### src/rtl/dbus_sram16_bridge.sv
// dbus_sram16_bridge: 32-bit dbus responder that runs each access as up to two
// 16-bit cycles on an external asynchronous x16 SRAM, stalling the CPU meanwhile.
module dbus_sram16_bridge #(
    parameter int ADDR_W      = 18,
    parameter int WAIT_CYCLES = 1
) (
    input  logic              clk,
    input  logic              rst,
    input  logic [31:0]       dbus_address,
    input  logic [3:0]        dbus_byteenable,
    input  logic              dbus_read,
    input  logic              dbus_write,
    input  logic [31:0]       dbus_wrdata,
    output logic [31:0]       dbus_rddata,
    output logic              dbus_stall,
    output logic [ADDR_W-1:0] sram_addr,
    output logic [15:0]       sram_dq_o,
    output logic              sram_dq_oe,
    input  logic [15:0]       sram_dq_i,
    output logic              sram_ce_n,
    output logic              sram_oe_n,
    output logic              sram_we_n,
    output logic              sram_lb_n,
    output logic              sram_ub_n
);
    typedef enum logic [1:0] {IDLE, LO, HI, DONE} state_t;
    localparam logic [3:0] W = 4'(WAIT_CYCLES);

    state_t            state, state_nx;
    logic [3:0]        cnt;
    logic              wr;
    logic [ADDR_W-2:0] addr;
    logic [3:0]        be;
    logic [31:0]       wd;
    logic              req, phase, hi, last;
    logic              unused;

    assign req    = dbus_read | dbus_write;
    assign phase  = state == LO || state == HI;
    assign hi     = state == HI;
    assign last   = cnt == W;
    assign unused = ^{dbus_address[31:ADDR_W+1], dbus_address[1:0]};

    always_ff @(posedge clk or posedge rst)
        if (rst) state <= IDLE;
        else     state <= state_nx;

    always_comb begin
        state_nx   = state;
        dbus_stall = state == IDLE ? req : state != DONE;
        sram_addr  = {addr, hi};
        sram_dq_o  = hi ? wd[31:16] : wd[15:0];
        sram_dq_oe = phase & wr;
        sram_ce_n  = !phase;
        sram_oe_n  = !(phase & !wr);
        // with wait states the final cycle of a write phase holds address/data after we_n rises
        sram_we_n  = !(phase & wr & (W == 4'd0 || !last));
        sram_lb_n  = !(phase & (hi ? be[2] : be[0]));
        sram_ub_n  = !(phase & (hi ? be[3] : be[1]));
        case (state)
            IDLE:    if (req) state_nx = |dbus_byteenable[1:0] ? LO : |dbus_byteenable[3:2] ? HI : DONE;
            LO:      if (last) state_nx = |be[3:2] ? HI : DONE;
            HI:      if (last) state_nx = DONE;
            default: state_nx = IDLE;
        endcase
    end

    always_ff @(posedge clk or posedge rst)
        if (rst) begin
            cnt         <= '0;
            wr          <= 1'b0;
            addr        <= '0;
            be          <= '0;
            wd          <= '0;
            dbus_rddata <= '0;
        end else begin
            cnt <= (phase && !last) ? cnt + 4'd1 : 4'd0;
            if (state == IDLE && req) begin
                wr   <= dbus_write;
                addr <= dbus_address[ADDR_W:2];
                be   <= dbus_byteenable;
                wd   <= dbus_wrdata;
                if (!dbus_write) dbus_rddata <= '0;
            end
            if (state == LO && last && !wr) dbus_rddata[15:0]  <= sram_dq_i & {{8{be[1]}}, {8{be[0]}}};
            if (state == HI && last && !wr) dbus_rddata[31:16] <= sram_dq_i & {{8{be[3]}}, {8{be[2]}}};
        end
endmodule

### config.mk
export PLATFORM = sky130hd
export DESIGN_NAME = dbus_sram16_bridge
export DESIGN_NICKNAME = d
export VERILOG_FILES = /design/src/rtl/dbus_sram16_bridge.sv
export SDC_FILE = /design/constraint.sdc
export NUM_CORES = 1
export LEC_CHECK = 0
export BUFFER_PORTS_ARGS = -buffer_cell sky130_fd_sc_hd__buf_2
export CORE_MARGIN = 4
export CORE_UTILIZATION = 48
export CTS_CLUSTER_SIZE = 28
export DETAILED_ROUTE_END_ITERATION = 10
export GPL_TIMING_DRIVEN = 0
export PLACE_DENSITY = 0.79
export SYNTH_ARGS = -nofsm -noshare
export SYNTH_HDL_FRONTEND = slang
export SYNTH_SLANG_ARGS = --single-unit
### constraint.sdc
create_clock -name clk -period 2.9 [get_ports clk]
set_input_delay 0.145 -clock clk [delete_from_list [all_inputs] [get_ports clk]]
set_output_delay 0.145 -clock clk [all_outputs]
set_load 0.02 [all_outputs]
==> impl_metrics.toml, run 1 <==
[route]
num_vias = 3042
drc_errors = 0
drt_iter0_markers = 104
antenna_left = 0
routed_wl_mm = 9.23
dr.pass1.iters = 4
wire_per_inst_um = 15.4
vias_per_cell = 5.09

[timing]
setup_viol = 0
post-route-period-util_pct = 78.8
hold_ws_ps = 25.5
min_period_ps = 2290
finalWorstSetupSlack_ps = 614
slew_headroom_pct = 63.8
drv_slew = 0
fmax_mhz = 437
rsz0062_at_grt = "no"
tightest_slew_ps = 543
skew_ps = 9.93
hold_viol_final = 0

[synth]
synth-seq-area-share_pct = 57.4
synth-seq-cells = 92
ys_warn_count = 0
yosysTopAreaCellShare_pct = 57.4
syn-cell-area_sq_um = 4010
synth_top_family_by_area = "multiplexers"
yosys.area_share.simple_pct = 10.2
yosys.area_share.xor_xnor_pct = 0.436
synth_ff_type = "dfrtp_1"
synthTopCellsByArea = "dfrtp_1 57%, mux2_2 20%, nand3_1 4.1%"
async_flop_share_pct = 100
synthMuxAreaShare_pct = 20.7
synth-edff-count = 0
synth-compound-area-share_pct = 5.14
yosys.area.top_type = "dfrtp_1"
avgSynthCellArea_sq_um = 12.2
yosysUniqueCellTypes = 25
netlist_instances = 328
syn_nets = 423
synthAdderAreaFrac_pct = 2.18

[placed_design]
pre_cts_slack_ps = 953
dp_hpwl_mm = 7.01
gp_congestion = 0.820
port_buffers = 145

[critical_path]
crit_required_ps = 2760
path_cells = "inv_1 -> ha_1 -> buf_4 -> buf_2 -> mux2_2 -> buf_2"
cp_max_fo = 10
cpLargestDelayFamily = "buffers and inverters"
slowest_delay_ps = 440
critical-path-slowest-cell = "dfrtp_1"
start_kind = "flop"
cp.arrival_ps = 2140
path_class = "flop to output port"
cp.buffers_inverters = 4
path_common_cell = "buf_2"
worstSetupEndpointType = "output port"

[cells_and_area]
antenna_cells = 0
area_growth_pct = 28.4
drive_above_1_share_pct = 51.7
layout_commonest_cell = "buf_2"
layout.nets = 583
final_cell_mix = "153 x buf_2, 92 x dfrtp_1, 73 x mux2_2"

[die]
core_area_sq_um = 8180
row_count = 33
die_h_um = 99.4
ios = 161
initial_utilization_pct = 49.1
die_w_um = 99.4
die-area_sq_um = 9890

[global_route]
antenna_found_initial = 1
grt_pass1_wl_mm = 15.1
overflow = 0
grt_pass1_vias = 3213
grt_max_degree = 51
grtUsageTotal_pct = 19.2

[clocking]
h-tree-depth = 3
cts_resized = 0
cts_tree = "yes"
cts_buffers = 9
clk_path_buf_depth = 2
cts_sinks = 92
insertion_delay_ps = 340
cts-root-buf = "clkbuf_8"
path_clk_slew_ps = 90

[status]
outcome = "finished clean"

[run]
cap_viol_max_count = 0

[hold_path]
holdCritPathClass = "input port to flop"

[power_and_ir_drop]
irDropWorstVdd_uv = 782
power_density_nw_per_um2 = 1160
p_leak_nw = 2.55
-- flip-flops by register name (all words and copies together) (netlist names) --
signal,flops
dbus_rddata,32
wd,32
state,2
be,4
wr,1
cnt,4
addr,17
-- where the power goes --
part | switching, mW | leakage, nW | internal [mW]
sequential | 0.269 | 1.15 | 1.82
clock | 0.438 | 0.113 | 0.509
combinational | 1.65 | 1.29 | 1.30
-- worst reg2reg max path, stage by stage (launching register included) --
cell and delay, ps:
dfrtp_1 430, inv_1 80, ha_1 190, buf_2 170, nand3b_1 240, clkbuf_1 410
nand3_1 140, o21ai_1 110
-- what timing repair did --
item | CTS | global route
setup buffers | 0 | 0
hold buffers | 1 | 2
endpoints found under the setup margin | 0 | 0
hold endpoints to repair | 42 | 2
-- layout make-up --
cell class / instances / area, sq um
buffer: 22 / 138
clock buffer: 10 / 138
clock inverter: 6 / 86.3
fill: 677 / 3020
inverter: 6 / 25.0
multi-input combinational: 208 / 1550
sequential: 92 / 2300
tap: 105 / 131
timing repair buffer: 149 / 783
-- cells by family after synthesis --
logic type	Yosys count
AOI/OAI and AO/OA	38
and+or+nand+nor	87
xor gates and xnor gates	2
adders and majority gates	7
buffers and inverters	28
muxes	74
DFF	92
-- worst paths after layout --
path,endpoint,cells past startpoint,slack (ps),startpoint
worst max-delay path,sram_dq_o[7],6,610,state[0]
worst min-delay path,wd[29],2,30,dbus_wrdata[29]
worst max register to register,dbus_rddata[5],7,1080,state[0]
worst min register to register,dbus_rddata[25],2,500,dbus_rddata[25]
max in group asynchronous,wd[3],4,1870,rst
min in group asynchronous,dbus_rddata[5],3,390,rst
-- cells in the mapped netlist, drive strengths merged (2+ instances only) --
master / count
a21oi: 2
mux2: 73
nor3b: 2
nand3: 35
inv: 6
buf: 15
nand2: 36
o21ai: 34
ha: 7
dfrtp: 92
nor2: 11
clkbuf: 7
-- stage by stage --
stage	power (mW)	TNS [ps]	area, sq um	std cells	util (%)
after global routing	6.42	0	5150	598	63.1
after floorplan	4.19	0	4010	328	-
final	5.99	0	5150	598	63.1
after CTS	6.06	0	5130	596	62.8
after global placement	5.00	-55250	4870	578	59.6
after detailed placement	5.10	0	4900	579	59.9
-- per-layer routing --
layer | share of wire (%) | GRT usage, % | up-vias
met3 | 11 | 7.64 | 11
li1 | - | - | 1447
met1 | 41 | 24.0 | 1453
met4 | 1.3 | 6.41 | 0
met2 | 47 | 30.6 | 131
met5 | 0 | 0 | -
(Power assumes the default switching activity.)
==> run 2, diff against run 1 <==
clock period = 2.2 ns   (was 2.9 ns; I/O delays follow)
==> run 2 against run 1 <==
  * Flip-flop and latch count stayed put
  * Hold slack worse by 13 ps
  * Clock skew up 1.4 ps
  * Via count increased by 10%
  * Die area unchanged
  * Clock power up 46%
  * Sequential share of layout area fell by 4.7 points
  * Core utilization rose by 7.5 points
  * First-iteration DRC count is 39% lower
  * Cell area grew 12%
==> impl_metrics.toml, run 2 (synthesized netlist as in run 1, its figures left out) <==
[status]
outcome = "finished clean"

[timing]
drv_slew = 0
hold_ws_ps = 12.1
rsz0062_at_grt = "no"
setup_viol = 0
fin_setup_tns_ps = 0
fmax_mhz = 498
tightest_slew_ps = 502
hold_viol_final = 0
skew_ps = 11.3
post-route-period-util_pct = 91.2
slew_headroom_pct = 66.5
min_period_ps = 2010

[critical_path]
cp_max_fo = 19
rr_endpoint = "dbus_rddata[19]"
start_kind = "flop"
rr_startpoint = "state[0]"
ff2ff_path_depth = 7
endpoint = "sram_lb_n"
path_class = "flop to output port"
r2r_setup_slack_ps = 330
worstSetupEndpointType = "output port"
cp.arrival_ps = 1900
crit_start = "state[0]"
crit_required_ps = 2090

[clocking]
cts-root-buf = "clkbuf_8"
cts_sinks = 92
insertion_delay_ps = 350
postCtsSetupBuffers = 0
cts_tree = "yes"
h-tree-depth = 3
cts_buffers = 9
clk_path_buf_depth = 2
path_clk_slew_ps = 100

[route]
drc_errors = 0
vias_per_cell = 5.12
num_vias = 3353
antenna_left = 0
drt_iter0_markers = 63
wire_per_inst_um = 16.1
routed_wl_mm = 10.5
dr.pass1.iters = 4

[die]
die_w_um = 99.4
initial_utilization_pct = 49.1
die_h_um = 99.4
die-area_sq_um = 9890
ios = 161
row_count = 33
core_area_sq_um = 8180

[power_and_ir_drop]
p_seq_share_pct = 34.0
clockPowerShare_pct = 16.9
combinationalPowerShare_pct = 49.1
p_leak_nw = 2.79
p_switching_mw = 3.24
irDropWorstVdd_uv = 898
internal-power_mw = 4.96
swShare_pct = 39.5
power_density_nw_per_um2 = 1420

[global_route]
grt_max_degree = 44
grt_pass1_wl_mm = 17.7
grt_pass1_vias = 3656
grtUsageTotal_pct = 22.5
overflow = 0
antenna_found_initial = 0

[cells_and_area]
area_growth_pct = 43.7
antenna_cells = 0
drive_above_1_share_pct = 46.5
final_cell_mix = "152 x buf_2, 92 x dfrtp_1, 73 x mux2_2"
reg_top3 = "dbus_rddata x32, wd x32, addr x17"
layout_commonest_cell = "buf_2"
layout.nets = 640

[hold_path]
holdCritPathClass = "input port to flop"

[run]
cap_viol_max_count = 0

[placed_design]
gp_congestion = 0.796
port_buffers = 145
dp_hpwl_mm = 7.18
run 2: changes by cell type in the layout (fill, tap and decap cells not counted), sizes merged:
| cell | previous run | this run |
|---|---|---|
| bufinv | 2 | 3 |
| clkinvlp | 1 | 3 |
| dlygate4sd3 | 3 | 60 |
| clkinv | 2 | 0 |
| clkbuf | 17 | 16 |
run 2: power by group through the flow:
stage | logic [mW] | clock network, mW | registers [mW]
3_3_place_gp | 3.84 | 0 | 2.74
3_5_place_dp | 3.94 | 0 | 2.80
2_1_floorplan | 2.40 | 0 | 3.13
5_1_grt | 4.38 | 1.48 | 2.87
4_1_cts | 4.02 | 1.40 | 2.77
6_report | 4.03 | 1.38 | 2.79
run 2: worst max-delay path, stage by stage (launching register included):
cell,delay [ps]
dfrtp_1,440
inv_1,100
ha_2,230
buf_8,200
mux2_2,360
nand2_1,60
buf_2,160
run 2: metrics by stage:
step | power [mW] | cell area (sq um) | cells | utilization [%] | setup slack, ps
CTS | 8.19 | 5740 | 653 | 70.2 | 42.1
floorplan | 5.52 | 4020 | 328 | - | 603
global placement | 6.58 | 4870 | 578 | 59.6 | 312
global route | 8.73 | 5770 | 655 | 70.5 | 52.4
finish | 8.20 | 5770 | 655 | 70.5 | 193
detailed placement | 6.75 | 4910 | 580 | 60.1 | 286
run 2: timing repair:
item / CTS / global route
hold buffers: 58 / 2
hold endpoints to repair: 108 / 2
setup endpoints to repair: 10 / 9
gates resized for setup: 0 / 3
run 2: worst min path at each step:
stage,start,endpoint,cells after the start
finish,sram_dq_i[10],dbus_rddata[10],3
global route,sram_dq_i[4],dbus_rddata[4],3
CTS,dbus_address[17],addr[15],2
detailed placement,rst,addr[10],2
global placement,dbus_address[4],addr[2],2
floorplan,sram_dq_i[12],dbus_rddata[28],2
run 2: layer usage:
layer	GRT usage, %	wire [um]
met5	0	0
met4	5.25	127
met2	39.3	5430
met1	27.0	4120
met3	7.43	878
run 2: layout make-up:
class | count | area, sq um
sequential | 92 | 2300
tap | 105 | 131
fill | 600 | 2410
buffer | 21 | 140
clock buffer | 9 | 124
multi-input combinational | 208 | 1550
timing repair buffer | 207 | 1370
inverter | 6 | 26.3
clock inverter | 7 | 123
